===== config.mk =====
export PLATFORM = sky130hd
export DESIGN_NAME = eip_ctrl
export DESIGN_NICKNAME = d
export VERILOG_FILES = /design/src/rtl/eip_ctrl.sv
export SDC_FILE = /design/constraint.sdc
export NUM_CORES = 1
export LEC_CHECK = 0
export CORE_UTILIZATION = 45
export CTS_CLUSTER_DIAMETER = 150
export DETAILED_ROUTE_END_ITERATION = 8
export GPL_ROUTABILITY_DRIVEN = 0
export PLACE_DENSITY = 0.81
export SLEW_MARGIN = 20
export SYNTH_ARGS = -nofsm -noshare
export SYNTH_HDL_FRONTEND = slang
export SYNTH_SLANG_ARGS = --single-unit

===== constraint.sdc =====
create_clock -name clk -period 2.58 [get_ports clk]
set_clock_uncertainty 0.1 [all_clocks]
set_input_delay 0.387 -clock clk [delete_from_list [all_inputs] [get_ports clk]]
set_output_delay 0.387 -clock clk [all_outputs]
set_load 0.02 [all_outputs]

===== src/rtl/eip_ctrl.sv =====
// External-interrupt controller: per-source pending/enable/trigger state,
// fixed-priority selection and a claim/complete handshake toward M-mode.
module eip_ctrl #(
    parameter int NSRC = 8
) (
    input  logic            clk,
    input  logic            rst,
    input  logic [NSRC-1:0] irq_src,
    input  logic [2:0]      a,
    input  logic [31:0]     d,
    input  logic            we,
    output logic [31:0]     spo,
    output logic            m_eip,
    input  logic            m_eip_reply
);

    typedef enum logic [1:0] {
        S_IDLE    = 2'b00,
        S_ASSERT  = 2'b01,
        S_SERVICE = 2'b10,
        S_BAD     = 2'b11
    } state_t;

    state_t          state_q, state_d;
    logic [NSRC-1:0] pending_q, pending_d;
    logic [NSRC-1:0] enable_q, enable_d;
    logic [NSRC-1:0] trigger_q, trigger_d;
    logic [NSRC-1:0] src_q;
    logic [4:0]      claim_id_q, claim_id_d;
    logic            m_eip_q, m_eip_d;

    logic [NSRC-1:0] req;
    logic [NSRC-1:0] edge_set;
    logic [NSRC-1:0] w1c_mask;
    logic [NSRC-1:0] done_mask;
    logic [4:0]      low_idx;
    logic [4:0]      claim_tag;
    logic            complete;
    logic            unused_d;

    assign unused_d  = ^d;
    assign req       = pending_q & enable_q;
    assign edge_set  = irq_src & ~src_q;
    assign claim_tag = claim_id_q + 5'd1;
    assign complete  = we && (a == 3'd3) && (state_q == S_SERVICE)
                       && (d[4:0] == claim_tag);
    assign w1c_mask  = (we && a == 3'd0) ? d[NSRC-1:0] : '0;
    assign done_mask = complete ? (NSRC'(1) << claim_id_q) : '0;
    assign m_eip     = m_eip_q;

    // Scan high to low so the lowest set index is the one left standing.
    always_comb begin
        low_idx = '0;
        for (int i = NSRC - 1; i >= 0; i--) begin
            if (req[i]) low_idx = 5'(i);
        end
    end

    always_comb begin
        enable_d  = enable_q;
        trigger_d = trigger_q;
        if (we && a == 3'd1) enable_d  = d[NSRC-1:0];
        if (we && a == 3'd2) trigger_d = d[NSRC-1:0];
    end

    // Edge sources: new edge beats a same-cycle clear. Level sources track the line.
    always_comb begin
        pending_d = (trigger_q & (((pending_q & ~(w1c_mask | done_mask))) | edge_set))
                  | (~trigger_q & irq_src);
    end

    always_comb begin
        state_d    = state_q;
        claim_id_d = claim_id_q;
        m_eip_d    = m_eip_q;
        unique case (state_q)
            S_IDLE: begin
                if (req != '0) begin
                    claim_id_d = low_idx;
                    m_eip_d    = 1'b1;
                    state_d    = S_ASSERT;
                end
            end
            S_ASSERT: begin
                if (m_eip_reply) begin
                    m_eip_d = 1'b0;
                    state_d = S_SERVICE;
                end
            end
            S_SERVICE: begin
                if (complete) state_d = S_IDLE;
            end
            default: begin
                m_eip_d = 1'b0;
                state_d = S_IDLE;
            end
        endcase
    end

    always_ff @(posedge clk) begin
        if (rst) begin
            state_q    <= S_IDLE;
            pending_q  <= '0;
            enable_q   <= '0;
            trigger_q  <= '0;
            src_q      <= '0;
            claim_id_q <= '0;
            m_eip_q    <= 1'b0;
        end else begin
            state_q    <= state_d;
            pending_q  <= pending_d;
            enable_q   <= enable_d;
            trigger_q  <= trigger_d;
            src_q      <= irq_src;
            claim_id_q <= claim_id_d;
            m_eip_q    <= m_eip_d;
        end
    end

    always_comb begin
        spo = '0;
        case (a)
            3'd0: spo = {{(32-NSRC){1'b0}}, pending_q};
            3'd1: spo = {{(32-NSRC){1'b0}}, enable_q};
            3'd2: spo = {{(32-NSRC){1'b0}}, trigger_q};
            3'd3: spo = (state_q == S_SERVICE) ? {27'b0, claim_tag} : '0;
            3'd4: spo = {30'b0, state_q};
            default: spo = '0;
        endcase
    end

endmodule

# [Yosys cells after proc, flatten, opt, wreduce, memory -nomap -nowiden]
# Cells that the tools add are included.
[totals] register_bits=40 input_bits=47 out_inout_bits=33 elab_cells=62
[op_classes] add_sub_neg=1 n_eq_ne=10 n_shift=1 n_mux=19 bitwise_logic=12 n_reduce_logical=12
[ops] op="AND 8 bit" n=5
[ops] op="2-to-1 mux 5 bit" n=8
[ops] op="case mux 8 bit (5 select lines)" n=1
[ops] op="inverter 8 bit" n=3
[ops] op="bitwise OR 8 bit" n=3
[ops] op="2-to-1 mux 8 bit" n=2
[ops] op="nonzero test 8 bit" n=1
[ops] op="<< shifter 1 x 5 -> 8 bit (first input constant)" n=1
[ops] op="== test 3 x 2 -> 1 bit (second input constant)" n=2
[ops] op="logical AND 1 bit" n=6
[ops] op="2-to-1 mux 2 bit" n=3
[ops] op="!= test 2 bit (second input constant)" n=3
[ops] op="case mux 2 bit (3 select lines)" n=1
[ops] op="AND reduction 3 bit" n=2
[ops] op="adder 5 x 1 -> 5 bit (second input constant)" n=1
[ops] op="== test 5 bit" n=1
[ops] op="== test 3 x 1 -> 1 bit (second input constant)" n=1
[ops] op="== test 3 bit (second input constant)" n=1
[ops] op="zero test 3 bit" n=1
[ops] op="2-to-1 mux 3 bit" n=1
[ops] op="case mux 1 bit (3 select lines)" n=1
[ops] op="== test 2 x 1 -> 1 bit (second input constant)" n=1
[ops] op="== test 2 bit (second input constant)" n=1
[ops] op="zero test 2 bit" n=1
[ops] op="3 further kinds" n=4

# [Logic depth before layout (Yosys ltp)]
[depth] ltp_word=11 mapped_depth=6 mapped_depth_nobuf=6

# [Worst setup path after synthesis]
# Ideal clock, no wire load.
[synth_timing] kind="register to register" start="reg claim_id_q[0]" end="reg pending_q[0]" setup_ns=0.149 t_arrival_ns=1.627 required_time_ns=2.331 setup_slack_ns=0.704 stages_incl_launch_ff=7 path_buffers=0 period_less_slack_ns=1.876 path_cell_list="dfxtp_1 -> inv_1 -> ha_1 -> xnor2_1 -> nand3b_1 -> nor4_4 -> a41oi_1"
[synth_between] elab_chain_len=10 elab_cells_between_ends=11 classes_between="1 x add/sub; 1 x eq/ne; 1 x shift; 1 x mux; 6 x bitwise; 1 x reduce/logical"
[synth_lines] element="start, declared" line_no="29" text="logic [4:0] claim_id_q, claim_id_d;"
[synth_lines] element="start signal, assigned" line_no="115" text="claim_id_q <= claim_id_d;"
[synth_lines] element="adder 5 x 1 -> 5 bit" line_no="44" text="assign claim_tag = claim_id_q + 5'd1;"
[synth_lines] element="== test 5 bit" line_no="46" text="&& (d[4:0] == claim_tag);"
[synth_lines] element="logical AND 1 bit" line_no="46"
[synth_lines] element="2-to-1 mux 8 bit *" line_no="48" text="assign done_mask = complete ? (NSRC'(1) << claim_id_q) : '0;"
[synth_lines] element="bitwise OR 8 bit *" line_no="68" text="pending_d = (trigger_q & (((pending_q & ~(w1c_mask | done_mask))) | edge_set))"
[synth_lines] element="inverter 8 bit *" line_no="68"
[synth_lines] element="AND 8 bit *" line_no="68"
[synth_lines] element="bitwise OR 8 bit *" line_no="68"
[synth_lines] element="AND 8 bit *" line_no="68"
[synth_lines] element="bitwise OR 8 bit *" line_no="69" text="| (~trigger_q & irq_src);"
[synth_lines] element="end signal, assigned" line_no="111" text="pending_q <= pending_d;"
[synth_lines] element="end, declared" line_no="25" text="logic [NSRC-1:0] pending_q, pending_d;"
# Every way passes the cells marked *; elsewhere a longest branch is shown, timed or not.
# A chain may end at the register's enable or synchronous reset.

# [Worst setup path in the final report]
[layout_timing] start="in a[0]" end="out spo[5]"
[layout_between] elab_chain_len=2 elab_cells_between_ends=6 classes_between="4 x eq/ne; 1 x mux; 1 x reduce/logical"
[layout_lines] element="start, declared" line_no="9" text="input logic [2:0] a,"
[layout_lines] element="== test 3 bit (tied with other cells)" line_no="122" text="case (a)"
[layout_lines] element="case mux 8 bit (5 select lines) *" line_no="122"
[layout_lines] element="end, declared" line_no="12" text="output logic [31:0] spo,"
# Marks and branches as above.

==> flow_metrics.py <==
metrics = {
    "yosys": {
        "yosysSeqAreaShare": 0.344,
        "yosysMostFrequentCell": "nand2_1",
        "synth_cells": 274,
        "netlist_top_cells_count": "nand2_1 (49), dfxtp_1 (38), a21oi_1 (29), nor2_1 (27), buf_4 (25)",
        "yosysWarnings": 0,
        "ys.flop_type": "dfxtp_1",
        "avgSynthCellArea_sq_um": 8.08,
        "synth_top_area_share": 0.344,
        "async_flop_share": 0,
        "syn-cell-area_sq_um": 2210,
        "synth_largest_area_cell": "dfxtp_1",
        "yosys-top-cells-area": "dfxtp_1 (34%), buf_4 (8.5%), nand2_1 (8.3%)",
        "synth_edf_count": 0,
        "ys_ff_latch": 38,
        "post_synth_num_cell_types": 40,
    },
    "global_route": {
        "grt_pass1_wl_microns": 8610,
        "grt_start_max_net_pins": 19,
        "grt_pass1_vias": 1841,
        "antenna_found_initial": 0,
        "overflow": 0,
        "grtUsageTotal": 0.216,
    },
    "route": {
        "viasPerCell": 5.26,
        "vias": 2010,
        "wire_per_inst_microns": 13.9,
        "ant_nets": 0,
        "drc": 0,
        "postRouteWirelength_microns": 5310,
        "drt_iter0_drc": 138,
        "first_pass_iters": 4,
    },
    "run_status": {
        "status": "finished clean",
    },
    "layout": {
        "fin_nets": 367,
        "insertedDiodeCount": 0,
        "syn2layout_area_growth_pct": 20.3,
        "fillCellCount": 420,
        "fin_util": 0.564,
        "multi_input_area_sq_um": 1280,
        "fin_area_sq_um": 2660,
        "drive_above_1_share": 0.0921,
        "seq_area_sq_um": 761,
    },
    "clocking": {
        "clockRootBuffer": "clkbuf_8",
        "post-cts-setup-buffers": 0,
        "clkLatencyLatePin_ns": 0.30,
        "clockBufferDepth": 2,
        "path_clk_slew_ns": 0.08,
        "cts_buffers": 5,
        "htreeDepth": 2,
        "cts_sinks": 38,
        "cts_tree": "built",
    },
    "setup_path": {
        "crit_fanout": 4,
        "worstPathArrival_ns": 1.98,
        "endpoint_kind": "output pin",
        "worstSetupStartpointType": "input port",
        "required_ns": 2.09,
        "path_class": "input port to output pin",
    },
    "sta": {
        "slew_headroom": 0.625,
        "rsz0062_at_grt": "no",
        "setup_slack_ns": 0.113,
        "setup-tns-final_ns": 0,
        "period_needed_ns": 2.47,
        "fin_crit_sh": 0.956,
        "slew_viol_final": 0,
        "hold_viol": 0,
        "fmax_mhz": 405,
        "tightest_slew_ns": 0.561,
        "setup_viol": 0,
    },
    "pwr": {
        "pwr_density_cell_nw_per_um2": 469,
        "leakage_nw": 1.06,
        "power_w": 0.00125,
        "irDropWorstVdd_mv": 0.336,
    },
    "floorplanning": {
        "io_pins": 80,
        "die_height_microns": 72.1,
        "initial_utilization": 0.469,
        "fp.dieW_microns": 72.1,
        "die_area_sq_um": 5200,
        "rows": 25,
        "core_sq_um": 4720,
    },
    "place": {
        "dp_slack_ns": -0.163,
        "place_area_sq_um": 2570,
        "detailed_place_hpwl_microns": 4000,
        "port_buffers": 31,
    },
    "job": {
        "maxCapViolations": 0,
    },
    "worst_hold_path": {
        "hp-class": "register to register",
    },
}
## repair_timing
action	in CTS	in global routing
gates resized for setup	5	2
setup endpoints to repair	5	2
pin swaps	0	0
hold buffers	0	0
## area by class of cell
cell class | count | area share
flip-flops and latches | 38 | 0.286
clock buffers | 5 | 0.0258
multi-input cells | 217 | 0.480
clock inverters | 3 | 0.00799
inverters | 5 | 0.00705
well taps | 67 | 0.0315
repair buffers | 47 | 0.162
## critical path, cell delays in order
cell,delay [ns]
clkdlybuf4s50_1,0.52
buf_4,0.14
mux2i_1,0.17
nor2_1,0.05
a21oi_1,0.12
nor2_1,0.05
clkdlybuf4s50_1,0.53
## per-stage QoR
stage,hold WS [ns],instances
2_1_floorplan,0.349,297
3_3_place_gp,0.346,374
3_5_place_dp,0.362,374
4_1_cts,0.373,382
5_1_grt,0.411,382
6_report,0.374,382
## routing by layer
layer / vias up / wire length (microns) / track usage
met5: - / 0 / 0
met4: 0 / 179 / 0.144
met3: 17 / 419 / 0.0333
met2: 105 / 2440 / 0.340
met1: 902 / 2270 / 0.275
li1: 986 / - / -
## state kept, by name (all words and copies together) (netlist names)
register    flops
enable_q        8
state_q         2
pending_q       8
trigger_q       8
m_eip           1
claim_id_q      3
src_q           8
## where the power goes
part	leakage, nW	switching (W)	internal, W
Clock	0.0441	0.000228	0.000190
Sequential	0.311	0.0000212	0.000609
Combinational	0.703	0.000116	0.0000839
Total	1.06	0.000365	0.000882
## layout by cell type (no fill, tap or decap), types with 2 or more instances in the layout
cell	Yosys	routed
ha_1	6	6
a21oi_1	29	29
xnor2_1	4	4
o22ai_1	2	2
dfxtp_1	38	38
conb_1	1	24
nor2b_1	9	9
a211oi_1	9	9
inv_1	5	5
a41oi_1	5	5
nand2_1	49	49
dlygate4sd2_1	0	4
nand3_1	3	3
a32o_1	2	2
nor2_1	27	27
nor3_1	6	6
and2b_2	1	2
o221ai_1	2	2
clkdlybuf4s50_1	0	25
dlymetal6s2s_1	0	2
o21ai_0	2	2
a21boi_0	3	3
nand3b_1	3	3
clkbuf_8	0	5
and3b_1	2	2
buf_4	25	16
mux2i_1	16	16
## final timing paths
kind | start | to | slack [ns] | cells past startpoint
hold reg to reg | m_eip$_SDFFE_PP0P_ | m_eip$_SDFFE_PP0P_ | 0.37 | 2
hold / removal | m_eip$_SDFFE_PP0P_ | m_eip$_SDFFE_PP0P_ | 0.37 | 2
setup reg to reg | claim_id_q[0]$_SDFFE_PP0P_ | pending_q[0]$_SDFF_PP0_ | 0.48 | 7
setup / recovery | a[0] | spo[5] | 0.11 | 7
## logic make-up (layout without fill, tap and decap cells)
kind of cell / count (synthesis) / after routing / synth area share
xor+xnor: 5 / 5 / 0.0198
other cells: 1 / 24 / 0.00169
mux: 16 / 16 / 0.0724
flops: 38 / 38 / 0.344
buf+inv: 42 / 60 / 0.118
fa+ha+maj: 6 / 6 / 0.0339
simple gates: 105 / 105 / 0.232
compound gates: 61 / 61 / 0.179
Note: power is estimated with default switching activity, not from simulation.
